$ cat src/rtl/ray_generator.sv
// Primary camera ray generator: one ray per pixel in raster order, built incrementally with adds only.
// Optional build macro RAYGEN_ABORT_EN adds an `abort` input that cancels a frame in progress.
module ray_generator #(
  parameter int D_BITS = 32,
  parameter int Q_BITS = 10,
  parameter int X_RES  = 64,
  parameter int Y_RES  = 64
) (
  input  logic                     clock,
  input  logic                     reset,
  input  logic                     start,
  input  logic signed [D_BITS-1:0] cam_origin [2:0],
  input  logic signed [D_BITS-1:0] cam_corner [2:0],
  input  logic signed [D_BITS-1:0] cam_du     [2:0],
  input  logic signed [D_BITS-1:0] cam_dv     [2:0],
`ifdef RAYGEN_ABORT_EN
  input  logic                     abort,
`endif
  input  logic                     out_full,
  output logic                     out_wr_en,
  output logic signed [D_BITS-1:0] ray_out    [5:0],
  output logic                     busy,
  output logic                     done
);

  localparam int XW = (X_RES > 1) ? $clog2(X_RES) : 1;
  localparam int YW = (Y_RES > 1) ? $clog2(Y_RES) : 1;
  localparam logic [XW-1:0] PX_LAST = XW'(X_RES - 1);
  localparam logic [YW-1:0] PY_LAST = YW'(Y_RES - 1);

  localparam logic [1:0] S_IDLE   = 2'd0;
  localparam logic [1:0] S_EMIT   = 2'd1;
  localparam logic [1:0] S_FINISH = 2'd2;

  // Q_BITS only documents the fixed-point scaling; it must still fit inside a word.
  if (Q_BITS >= D_BITS || X_RES < 1 || Y_RES < 1) begin : g_bad_cfg
    $error("ray_generator: illegal parameter set");
  end

  logic [1:0]              state_q, state_d;
  logic [XW-1:0]           px_q, px_d;
  logic [YW-1:0]           py_q, py_d;
  logic signed [D_BITS-1:0] origin_q [2:0], origin_d [2:0];
  logic signed [D_BITS-1:0] du_q     [2:0], du_d     [2:0];
  logic signed [D_BITS-1:0] dv_q     [2:0], dv_d     [2:0];
  logic signed [D_BITS-1:0] row_q    [2:0], row_d    [2:0];
  logic signed [D_BITS-1:0] dir_q    [2:0], dir_d    [2:0];
  logic                    busy_q, done_q;

  assign out_wr_en = (state_q == S_EMIT) && !out_full;
  assign busy      = busy_q;
  assign done      = done_q;

  // Ray word: origin in slots 0..2, direction in slots 3..5.
  always_comb begin
    for (int i = 0; i < 3; i++) begin
      ray_out[i]     = origin_q[i];
      ray_out[i + 3] = dir_q[i];
    end
  end

  // Next-state logic: raster walk with per-pixel and per-row direction steps.
  always_comb begin
    state_d  = state_q;
    px_d     = px_q;
    py_d     = py_q;
    origin_d = origin_q;
    du_d     = du_q;
    dv_d     = dv_q;
    row_d    = row_q;
    dir_d    = dir_q;
    case (state_q)
      S_IDLE: begin
        if (start) begin
          origin_d = cam_origin;
          du_d     = cam_du;
          dv_d     = cam_dv;
          row_d    = cam_corner;
          dir_d    = cam_corner;
          px_d     = '0;
          py_d     = '0;
          state_d  = S_EMIT;
        end else begin
          state_d  = S_IDLE;
        end
      end
      S_EMIT: begin
        if (out_wr_en) begin
          if (px_q != PX_LAST) begin
            px_d = px_q + XW'(1);
            for (int i = 0; i < 3; i++) dir_d[i] = dir_q[i] + du_q[i];
          end else if (py_q != PY_LAST) begin
            px_d = '0;
            py_d = py_q + YW'(1);
            for (int i = 0; i < 3; i++) begin
              row_d[i] = row_q[i] + dv_q[i];
              dir_d[i] = row_q[i] + dv_q[i];
            end
          end else begin
            state_d = S_FINISH;
          end
        end else begin
          state_d = S_EMIT;
        end
`ifdef RAYGEN_ABORT_EN
        // Abort overrides the walk; the write of this cycle has already been strobed.
        if (abort) begin
          state_d = S_IDLE;
          px_d    = '0;
          py_d    = '0;
        end else begin
          px_d    = px_d;
        end
`endif
      end
      S_FINISH: state_d = S_IDLE;
      default:  state_d = S_IDLE;
    endcase
  end

  // State and datapath registers with synchronous reset.
  always_ff @(posedge clock) begin
    if (reset) begin
      state_q  <= S_IDLE;
      px_q     <= '0;
      py_q     <= '0;
      origin_q <= '{default: '0};
      du_q     <= '{default: '0};
      dv_q     <= '{default: '0};
      row_q    <= '{default: '0};
      dir_q    <= '{default: '0};
      busy_q   <= 1'b0;
      done_q   <= 1'b0;
    end else begin
      state_q  <= state_d;
      px_q     <= px_d;
      py_q     <= py_d;
      origin_q <= origin_d;
      du_q     <= du_d;
      dv_q     <= dv_d;
      row_q    <= row_d;
      dir_q    <= dir_d;
      busy_q   <= (state_d == S_EMIT);
      done_q   <= (state_d == S_FINISH);
    end
  end

endmodule

$ cat config.mk
export PLATFORM = sky130hd
export DESIGN_NAME = ray_generator
export DESIGN_NICKNAME = d
export VERILOG_FILES = /design/src/rtl/ray_generator.sv
export SDC_FILE = /design/constraint.sdc
export NUM_CORES = 2
export LEC_CHECK = 0
export ABC_AREA = 1
export CORE_MARGIN = 2
export CORE_UTILIZATION = 58
export CTS_CLUSTER_DIAMETER = 40
export DETAILED_ROUTE_END_ITERATION = 8
export PLACE_DENSITY = 0.92
export SLEW_MARGIN = 30
export SYNTH_ARGS = -nofsm -noshare
export SYNTH_HDL_FRONTEND = slang
export SYNTH_SLANG_ARGS = --single-unit
$ cat constraint.sdc
create_clock -name clock -period 3.58 [get_ports clock]
set_input_delay 0.358 -clock clock [delete_from_list [all_inputs] [get_ports clock]]
set_output_delay 0.358 -clock clock [all_outputs]
set_load 0.005 [all_outputs]
Yosys cells after proc, flatten, opt, wreduce, memory -nomap -nowiden. Cells that the tools add are included.

Input bits: 388. Register bits after elaboration: 496.

Multiplexer cells: 22. Reductions and logical operators: 7. Add/subtract/negate cells: 8. Equality and inequality tests: 10.

Operators with widths (number): 96-bit two-way mux (6); 96-bit one-hot mux with 2 select lines (2); 32-bit adder (6); 6-bit two-way mux (7); 6-bit one-hot mux with 2 select lines (2); 6-bit by 1-bit adder with 6-bit output, second input constant (2); 6-bit inequality test, second input constant (2); 2-bit two-way mux (3); 2-bit inequality test, second input constant (3); 5-bit AND reduction (1); 2-bit by 1-bit equality test with 1-bit output, second input constant (2); 2-bit one-hot mux with 2 select lines (1); 4-bit AND reduction (1); 3-bit by 1-bit inequality test with 1-bit output, second input constant (1); 2-bit equality test, second input constant (1); 2-bit zero test (1); 2-bit by 1-bit inequality test with 1-bit output, second input constant (1); 2-bit AND reduction (1); 2-bit nonzero test (1); 1-bit logical AND (1); 1-bit zero test (1); 1-bit two-way mux (1).

Depth between registers and ports, before layout.
Depth after elaboration: 6. Mapped depth: 16. Gate-level depth less buffers: 16.

Worst setup path after synthesis. Ideal clock, no wire load.

Path kind: flip-flop to flip-flop. From: reg dv_q[0] (netlist bit). To: reg dir_q (netlist bit ray_out[112]). Library setup time: 0.109 ns. Required time: 3.471 ns. Cell stages (with the launch flop): 14. Path buffers: 0. Setup slack: 1.578 ns. Data arrival time: 1.893 ns. Cell sequence: dfxtp_1 > ha_1 > fa_1 > nand3_1 > nand3_1 > nand2_1 > nand2_1 > nand2_1 > nand2_1 > or2_2 > nand3_1 > o211ai_1 > nand2_1 > inv_1.

Cells in the longest elaborated chain, start to end: 5.

Ends and longest elaborated chain: start: declaration (RTL line 45) `logic signed [D_BITS-1:0] dv_q [2:0], dv_d [2:0];`; start signal: assignment (RTL line 140) `dv_q <= dv_d;`; 32-bit adder (RTL line 97) `dir_d[i] = row_q[i] + dv_q[i];`; 96-bit two-way mux (RTL line 92) `end else if (py_q != PY_LAST) begin`; 96-bit two-way mux (RTL line 89) `if (px_q != PX_LAST) begin`; 96-bit two-way mux (RTL line 88) `if (out_wr_en) begin`; 96-bit one-hot mux with 2 select lines (RTL line 72) `case (state_q)`; end signal: assignment (RTL line 142) `dir_q <= dir_d;`; end: declaration (RTL line 47) `logic signed [D_BITS-1:0] dir_q [2:0], dir_d [2:0];`.

Every way passes these cells. The select of a mux whose other input is x is not followed. A chain may end at the register's enable or synchronous reset.

Worst setup path in the final report.
From: reg px_q[0]. To: reg dir_q (netlist bit ray_out[167]).

Cells in the longest elaborated chain, start to end: 4. Elaborated cells between the ends (all ways): 6. Classes of those cells: eq/ne: 2; mux: 3; reduce/logical: 1.

Ends and longest elaborated chain: start: declaration (RTL line 41) `logic [XW-1:0] px_q, px_d;`; start signal: assignment (RTL line 136) `px_q <= px_d;`; 6-bit inequality test * (RTL line 89); 96-bit two-way mux (RTL line 89); 96-bit two-way mux (RTL line 88); 96-bit one-hot mux with 2 select lines (RTL line 72).

Mark *: on every way between the ends. The rest lies on a longest branch, timed or not. The select of a mux whose other input is x is not followed.

==> results.toml <==
[synth]
synth-edff-count = 0
postSynthCellCount = 5445
synthMuxAreaShare = 0
synth_compound_area_frac = 0.145
yosys.area_share.simple = 0.359
ys_seq_area_frac = 0.303
synth_area_leader_cell = "dfxtp_1"
synth_top_area_frac = 0.303
syn_nets = 6027
synth_area_um2 = 32800
ys_types = 46
synth_top_family_by_area = "simple AND/OR/NAND/NOR gates"
synthFlopType = "dfxtp_1"
ys_ff_latch = 496
synthXorXnorAreaFrac = 0.0142
yosysWarnings = 0
synth_fa_ha_area_frac = 0.0754
synthArstFlopShare = 0
synth.avg_cell_area_um2 = 6.02
synth_area_leaders = "dfxtp_1 30%, nand2_1 15%, nor2_1 12%"

[power_and_ir_drop]
netSwitchingFraction = 0.347
p_total_mw = 19.3
p_int_mw = 12.6
switchingPower_mw = 6.71
comb_power_share = 0.266
clockPowerShare = 0.390
power_leakage_nw = 20.5
power_density_nw_per_um2 = 464
seqPwrFrac = 0.344
peakVddDrop_uv = 501

[timing]
fin_worst_skew_ns = 0.0214
maxSlewViolCount = 0
finalSetupViolCount = 0
fin_crit_sh = 0.782
relSlewSlack = 0.399
worstMarginPinSlew_ns = 0.901
hold_viol = 0
rsz0062_at_grt = "false"
fin_crit_ns = 2.80
tns_ns = 0
clock.fmax_mhz = 357
layout_setup_ws_ns = 0.779

[hold_path]
min_path_cells = 3
hp-class = "in2reg"

[cts]
cts_hold_buf = 0
worstSkewPairLatency_ns = 0.63
numCtsBuffers = 74
cts-root-buf = "clkbuf_16"
cts.repair.resized = 0
postCtsSetupBuffers = 0
clk_pin_slew_ns = 0.06
htree_levels = 3
cts_tree = "built"
cts_sinks = 496
cts_buffer_depth = 3

[place]
place_congestion = 1.04
place.port_buffers = 582
place_area_um2 = 39100
place_hpwl_um = 103000
dp_slack_ns = 0.871
place_inst = 6607

[final_layout]
fin_cells = 6755
fin_area_um2 = 41600
final_common_cell = "nand2_1"
area_growth_pct = 27.0
drive_gt1_frac = 0.0368
final_cell_mix = "1,331 x nand2_1, 1,087 x nor2_1, 665 x inv_1, 581 x clkdlybuf4s50_1, 496 x dfxtp_1"
fin_nets = 6509

[run]
cap_violations = 0

[drt]
drc = 0
vias = 38700
via_per_inst = 5.73
dr.pass1.iters = 8
ant_nets = 0
drt_wl_total_um = 135000
drtIter0Drc = 4820
wire_per_inst_um = 19.9

[floorplan]
die_x_um = 242
dieHeight_um = 242
initial_utilization = 0.584
die-area_um2 = 58500
core_area_um2 = 56200
io_pins = 583
rows = 87

[grt]
grt_pass1_vias = 35300
grt_use_total = 0.442
grt_max_degree = 155
grt_pass1_wl_um = 202000
grt-ovfl-total = 0
antenna_found_initial = 13

[setup_path]
crit_path_max_fanout = 49
r2r_cells = 13
critPathLaunchType = "flip-flop"
arrival_ns = 3.31
required_ns = 4.09
crit_type = "reg2reg"
crit_path_end_kind = "flip-flop"

[outcome]
status = "finished, final reports clean"
[Yosys cell counts, types with 22 or more instances]
master,n
xnor2_1,38
buf_2,33
nand3b_1,22
dfxtp_1,496
a21oi_1,312
a31oi_1,39
clkbuf_1,156
o21ai_1,22
or2_2,42
nor3_1,46
o21ai_0,463
ha_1,188
nand2_1,1332
o21bai_1,26
nor2_1,1087
nand4_1,34
nand3_1,332
inv_1,665
[final timing paths]
path	slack [ns]	end	start
setup / recovery	0.78	ray_out[167]	px_q[0]
hold / removal	0.34	dv_q[10]	cam_dv[10]
setup reg to reg	0.78	ray_out[167]	px_q[0]
hold reg to reg	0.48	ray_out[21]	ray_out[21]
[worst max-delay path, cell delays in order (launching register included)]
cell and delay (ns):
dfxtp_1 0.32, ha_1 0.25, nand3_1 0.13, nor2_2 0.05, buf_4 0.20, inv_2 0.08, nor2_1 0.04, inv_1 0.15
nand2_4 0.26, inv_4 0.44, buf_12 0.28, nand2_1 0.10, o31ai_1 0.29, inv_1 0.06
[area by class of cell]
cell class / instances / area [um2]
clock inverters: 47 / 543
flip-flops and latches: 496 / 9930
clock buffers: 88 / 2020
multi-input cells: 4072 / 19500
fillers: 4640 / 14500
diodes: 13 / 32.5
repair buffers: 610 / 6120
well taps: 756 / 946
inverters: 673 / 2550
[state kept, by name, indices dropped and copies added (netlist names)]
signal / count
row_q: 96
ray_out: 192
du_q: 96
busy: 1
state_q: 2
py_q: 6
dv_q: 96
px_q: 6
done: 1
[through the flow]
step | hold slack [ns] | utilization
after floorplan | 0.437 | -
after global placement | 0.461 | 0.695
after detailed placement | 0.471 | 0.695
after CTS | 0.323 | 0.741
after global routing | 0.362 | 0.741
final | 0.345 | 0.741
[power by group through the flow]
stage | Combinational (mW) | Clock, mW | Sequential, mW
global placement | 4.78 | 0 | 6.69
detailed placement | 4.87 | 0 | 6.69
global route | 5.55 | 7.76 | 6.65
finish | 5.13 | 7.54 | 6.65
floorplan | 2.95 | 0 | 6.44
CTS | 4.94 | 7.52 | 6.59
[cells by family after synthesis]
logic type	count (synthesis)
DFF	496
buffers and inverters	877
adders and majority gates	194
and+or+nand+nor	2919
xor gates and xnor gates	53
AOI/OAI and AO/OA	906
[layer usage]
layer | track usage | part of all wire | vias to the layer above | wire length, um
li1 | - | - | 18300 | -
met1 | 0.605 | 0.40 | 17500 | 53900
met2 | 0.617 | 0.39 | 2603 | 53000
met3 | 0.157 | 0.16 | 367 | 21100
met4 | 0.201 | 0.050 | 0 | 6780
met5 | 0 | 0 | - | 0
Power figures use the tool's default switching activity.
